<file path="config.mk">
export PLATFORM = sky130hd
export DESIGN_NAME = uart_buffer
export DESIGN_NICKNAME = d
export VERILOG_FILES = /design/src/rtl/uart_buffer_pkg.sv /design/src/rtl/uart_buffer_sfifo.sv /design/src/rtl/uart_buffer.sv
export SDC_FILE = /design/constraint.sdc
export NUM_CORES = 1
export LEC_CHECK = 0
export BUFFER_PORTS_ARGS = -buffer_cell sky130_fd_sc_hd__buf_2
export CAP_MARGIN = 10
export CELL_PAD_IN_SITES_DETAIL_PLACEMENT = 1
export CELL_PAD_IN_SITES_GLOBAL_PLACEMENT = 1
export CORE_MARGIN = 2
export CORE_UTILIZATION = 50
export DETAILED_ROUTE_END_ITERATION = 10
export HOLD_SLACK_MARGIN = 0.05
export PLACE_DENSITY_LB_ADDON = 0.1
export SYNTH_ARGS = -nofsm -noshare
export SYNTH_HDL_FRONTEND = slang
export SYNTH_SLANG_ARGS = --single-unit
</file>
<file path="constraint.sdc">
create_clock -name clk -period 4.7 [get_ports clk]
set_clock_uncertainty 0.1 [all_clocks]
set_input_delay 0.94 -clock clk [delete_from_list [all_inputs] [get_ports clk]]
set_output_delay 0.94 -clock clk [all_outputs]
set_load 0.01 [all_outputs]
</file>
<file path="src/rtl/uart_buffer_pkg.sv">
// Shared constants and types for the uart_buffer slice.
// The data width is fixed at 8 to match the uart block's byte-wide FIFO port.
package uart_buffer_pkg;

   localparam int unsigned DATA_W = 8;

   typedef logic [DATA_W-1:0] byte_t;

endpackage : uart_buffer_pkg

</file>
<file path="src/rtl/uart_buffer_sfifo.sv">
// sfifo: synchronous show-ahead FIFO with register-array storage.
// Ports:
//   clk, arstn   clock and asynchronous active-low reset
//   push, din    enqueue strobe and data (accepted when not full, or when a pop is taken the same cycle)
//   pop          dequeue strobe (ignored when empty)
//   dout         head entry, valid while empty=0
//   count        occupancy 0..2**ALOG2
//   full, empty  registered occupancy flags
module sfifo
   import uart_buffer_pkg::*;
#(
   parameter int unsigned ALOG2 = 4
) (
   input  logic             clk,
   input  logic             arstn,
   input  logic             push,
   input  logic [7:0]       din,
   input  logic             pop,
   output logic [7:0]       dout,
   output logic [ALOG2:0]   count,
   output logic             full,
   output logic             empty
);

   localparam int unsigned DEPTH = 2**ALOG2;
   localparam int unsigned CW    = ALOG2 + 1;

   byte_t            mem [DEPTH];
   logic [ALOG2-1:0] wr_ptr;
   logic [ALOG2-1:0] rd_ptr;
   logic             do_pop_c;
   logic             do_push_c;
   logic [ALOG2:0]   count_nxt_c;

   // A pop taken this cycle frees the slot a push into a full FIFO needs.
   always_comb begin
      do_pop_c    = pop && !empty;
      do_push_c   = push && (!full || do_pop_c);
      count_nxt_c = count + CW'(do_push_c) - CW'(do_pop_c);
   end

   // Pointers, occupancy and flags; flags follow the next count so they stay registered.
   always_ff @(posedge clk or negedge arstn) begin
      if (!arstn) begin
         wr_ptr <= '0;
         rd_ptr <= '0;
         count  <= '0;
         full   <= 1'b0;
         empty  <= 1'b1;
      end else begin
         if (do_push_c) wr_ptr <= wr_ptr + ALOG2'(1);
         if (do_pop_c)  rd_ptr <= rd_ptr + ALOG2'(1);
         count <= count_nxt_c;
         full  <= (count_nxt_c == CW'(DEPTH));
         empty <= (count_nxt_c == '0);
      end
   end

   // Storage needs no reset; occupancy decides what is valid.
   always_ff @(posedge clk) begin
      if (do_push_c) mem[wr_ptr] <= din;
   end

   assign dout = mem[rd_ptr];

endmodule : sfifo

</file>
<file path="src/rtl/uart_buffer.sv">
// uart_buffer: host-side TX/RX FIFOs in front of the uart block's FIFO-compatible port.
// Ports:
//   clk, arstn                 clock and asynchronous active-low reset
//   tx_push, tx_data           host byte enqueue into the TX FIFO
//   tx_full, tx_count          TX FIFO status
//   rx_pop, rx_data            host dequeue from the RX FIFO (show-ahead head)
//   rx_empty, rx_count         RX FIFO status
//   err, err_clr               sticky {rx_overrun, tx_overflow}, cleared by err_clr
//   u_ready, u_wr, u_din       UART transmit side (u_wr/u_din registered)
//   u_full, u_rd, u_dout       UART receive side (u_rd registered)
module uart_buffer
   import uart_buffer_pkg::*;
#(
   parameter int unsigned ALOG2 = 4
) (
   input  logic             clk,
   input  logic             arstn,
   input  logic             tx_push,
   input  logic [7:0]       tx_data,
   output logic             tx_full,
   output logic [ALOG2:0]   tx_count,
   input  logic             rx_pop,
   output logic [7:0]       rx_data,
   output logic             rx_empty,
   output logic [ALOG2:0]   rx_count,
   output logic [1:0]       err,
   input  logic             err_clr,
   input  logic             u_ready,
   output logic             u_wr,
   output logic [7:0]       u_din,
   input  logic             u_full,
   output logic             u_rd,
   input  logic [7:0]       u_dout
);

   byte_t tx_head;
   logic  tx_empty;
   logic  rx_full;
   logic  tx_pop_c;
   logic  rx_cap_c;
   logic  tx_drop_c;
   logic  rx_drop_c;

   sfifo #(.ALOG2(ALOG2)) u_tx_fifo (
      .clk   (clk),
      .arstn (arstn),
      .push  (tx_push),
      .din   (tx_data),
      .pop   (tx_pop_c),
      .dout  (tx_head),
      .count (tx_count),
      .full  (tx_full),
      .empty (tx_empty)
   );

   sfifo #(.ALOG2(ALOG2)) u_rx_fifo (
      .clk   (clk),
      .arstn (arstn),
      .push  (rx_cap_c),
      .din   (u_dout),
      .pop   (rx_pop),
      .dout  (rx_data),
      .count (rx_count),
      .full  (rx_full),
      .empty (rx_empty)
   );

   // u_wr/u_rd gating holds off a second strobe until the UART has seen the first.
   always_comb begin
      tx_pop_c  = !tx_empty && u_ready && !u_wr;
      rx_cap_c  = u_full && !u_rd;
      tx_drop_c = tx_push && tx_full && !tx_pop_c;
      rx_drop_c = rx_cap_c && rx_full && !rx_pop;
   end

   // Drain/capture strobes and sticky errors; new error events win over err_clr.
   always_ff @(posedge clk or negedge arstn) begin
      if (!arstn) begin
         u_wr  <= 1'b0;
         u_din <= '0;
         u_rd  <= 1'b0;
         err   <= '0;
      end else begin
         u_wr <= tx_pop_c;
         if (tx_pop_c) u_din <= tx_head;
         u_rd <= rx_cap_c;
         err  <= (err_clr ? 2'b00 : err) | {rx_drop_c, tx_drop_c};
      end
   end

endmodule : uart_buffer

</file>
==> out/qor.yml <==
status: "finished, final reports clean"
clock-sinks: 298
synthCells: 635
ios: 55
finalPower_mw: 8.36
slew_violations: 0
die_x_um: 159
worst_pin_slew_ps: 1130
synth_top_area_share_pct: 64.2
power.leakage_nw: 4.81
holdPathEnd: "u_din[6]"
ir_worst_vdd_v: 0.000351
synthMostInstantiatedCell: "edfxtp_1"
period_needed_ps: 4020
r2r_cells: 10
worstSetupStartpointType: "register"
drive_gt1_share_pct: 20.9
crit_chain: "and2_1 -> a221oi_1 -> a22oi_1 -> nand2_1 -> buf_2"
crit_fanout: 20
r2r_slack_ps: 1390
max_cap_viol_count: 0
cp-end-kind: "output port"
coreArea_um2: 23500
cts_tree: "done"
wire_per_inst_um: 23.7
die_area_um2: 25200
htreeDepth: 1
hold_viol_final: 0
ys_seq_area_share_pct: 73.0
rr_endpoint: "u_tx_fifo.full"
grt_pass1_wl_um: 38400
worst_path_max_delay_cell: "dfrtp_1"
async_flop_share_pct: 14.1
clk_path_buf_depth: 3
post_cts_buffers: 0
ys_warn_count: 0
synth_top_area_cell: "edfxtp_1"
period_share_pct: 85.5
grt_overflow: 0
finalHoldWorstSlack_ps: 423
die_h_um: 159
ys_ff_latch: 298
yosys-top-cells-count: "256 x edfxtp_1, 42 x mux2i_1, 41 x mux4_2"
antenna_left: 0
path_class: "reg -> out"
place_ws_ps: 753
vias: 5894
diodes: 0
cpPeakStageDelay_ps: 950
yosys.cell_types.count: 43
antenna_found_initial: 0
rows: 56
place_inst: 984
post-route-util_pct: 57.4
dr.first_iter.drc_count: 319
portBuffers: 54
fin_nets: 742
fin_cells: 1040
rsz0062_at_grt: "false"
crit_required_ps: 3660
clkLatencyLatePin_ps: 540
cts_root_buf: "clkbuf_16"
first_global_vias: 6390
whs_path_depth: 1
dp_hpwl_um: 16000
hp-start: "u_din[6]"
start_util_pct: 51.0
synth_area_um2: 12000
holdCritPathClass: "reg -> reg"
finalSetupTns_ps: 0
synth_edf_count: 256
gp_congestion: 0.762
crit_arrival_ps: 2980
grt_start_max_net_pins: 43
first_pass_iters: 4
hold_buffers: 0
grt_use_total_pct: 20.0
clock.fmax_mhz: 249
synth_ff_type: "edfxtp_1"
r2r-start: "u_tx_fifo.empty"
setup_ws_ps: 683
syn_nets: 680
clk_pin_slew_ps: 60
ctsResizeCount: 0
fin_area_um2: 13500
drc: 0
max_slew_margin_pct: 24.8
placed_area_um2: 12600
syn2layout_area_growth_pct: 12.5
power_density_nw_per_um2: 620
synthTopCellsByArea: "edfxtp_1 64%, dfrtp_1 8.4%, mux4_2 7.7%"
wirelength_um: 24700
syn_area_per_cell_um2: 18.9
setup-violations-final: 0
numCtsBuffers: 30
avgViaCountPerCell: 5.67
## routing by layer
metal  GRT usage (%)  part of all wire (%)  vias up
met1            25.6                    42     3103
li1                -                     -     2644
met4            6.30                   2.5        0
met3            2.77                   3.2       39
met5               0                     0        -
met2            35.6                    53      108
## sequential cells by signal (all words and copies together) (netlist names)
signal	count
u_rx_fifo.empty	1
u_din	8
u_wr	1
u_tx_fifo.full	1
u_rx_fifo.mem	128
u_tx_fifo.wr_ptr	4
err	2
u_tx_fifo.mem	128
u_rd	1
u_rx_fifo.wr_ptr	4
u_tx_fifo.empty	1
u_rx_fifo.count	5
u_rx_fifo.rd_ptr	4
u_tx_fifo.rd_ptr	4
u_tx_fifo.count	5
u_rx_fifo.full	1
## where the power goes
| group | leakage (nW) | switching [mW] | internal (mW) |
|---|---|---|---|
| Sequential | 2.81 | 0.426 | 3.26 |
| Combinational | 1.55 | 1.28 | 1.16 |
| Clock | 0.449 | 0.938 | 1.30 |
| Total | 4.81 | 2.64 | 5.72 |
## worst max-delay path: cells and delay by family, from the launching register on
kind | cells | cell delay [ps]
buf+inv | 1 | 160
compound gates | 2 | 510
simple gates | 2 | 820
flops | 1 | 950
## placed cells by master, fill, tap and decap left out, drive strengths merged, types with 12 or more instances in the layout
| cell type | netlist | layout |
|---|---|---|
| edfxtp | 256 | 256 |
| o21ai | 12 | 12 |
| mux4 | 48 | 48 |
| clkbuf | 14 | 47 |
| mux2i | 42 | 42 |
| buf | 16 | 60 |
| dfrtp | 40 | 40 |
| a221oi | 16 | 16 |
| ha | 20 | 20 |
| inv | 27 | 27 |
| nand2 | 20 | 20 |
| xnor2 | 16 | 16 |
| and2 | 25 | 25 |
## kinds of logic after synthesis
group	synth area share, %
DFF	73.0
muxes	13.4
and+or+nand+nor	4.24
buffers and inverters	2.10
AOI/OAI and AO/OA	3.42
adders and majority gates	2.42
xor gates and xnor gates	1.39
## area by class of cell
cell class	instances	area [um^2]
Clock buffer	47	856
Tap cell	319	399
Timing Repair Buffer	60	328
Clock inverter	9	65.1
Inverter	27	101
Fill cell	2073	10000
Sequential cell	298	8740
Multi-Input combinational cell	280	2980
## worst max-delay path by stage
stage                                   start             end  slack, ps  cells after the start
after floorplan                       u_ready  u_tx_fifo.full       1340                     10
after global placement                u_ready  u_tx_fifo.full        920                     11
after detailed placement              u_ready  u_tx_fifo.full        750                     11
final                     u_rx_fifo.rd_ptr[1]      rx_data[4]        680                      5
after global routing      u_rx_fifo.rd_ptr[1]      rx_data[4]        500                      5
after CTS                 u_rx_fifo.rd_ptr[1]      rx_data[4]        680                      5
Power figures use the tool's default switching activity.
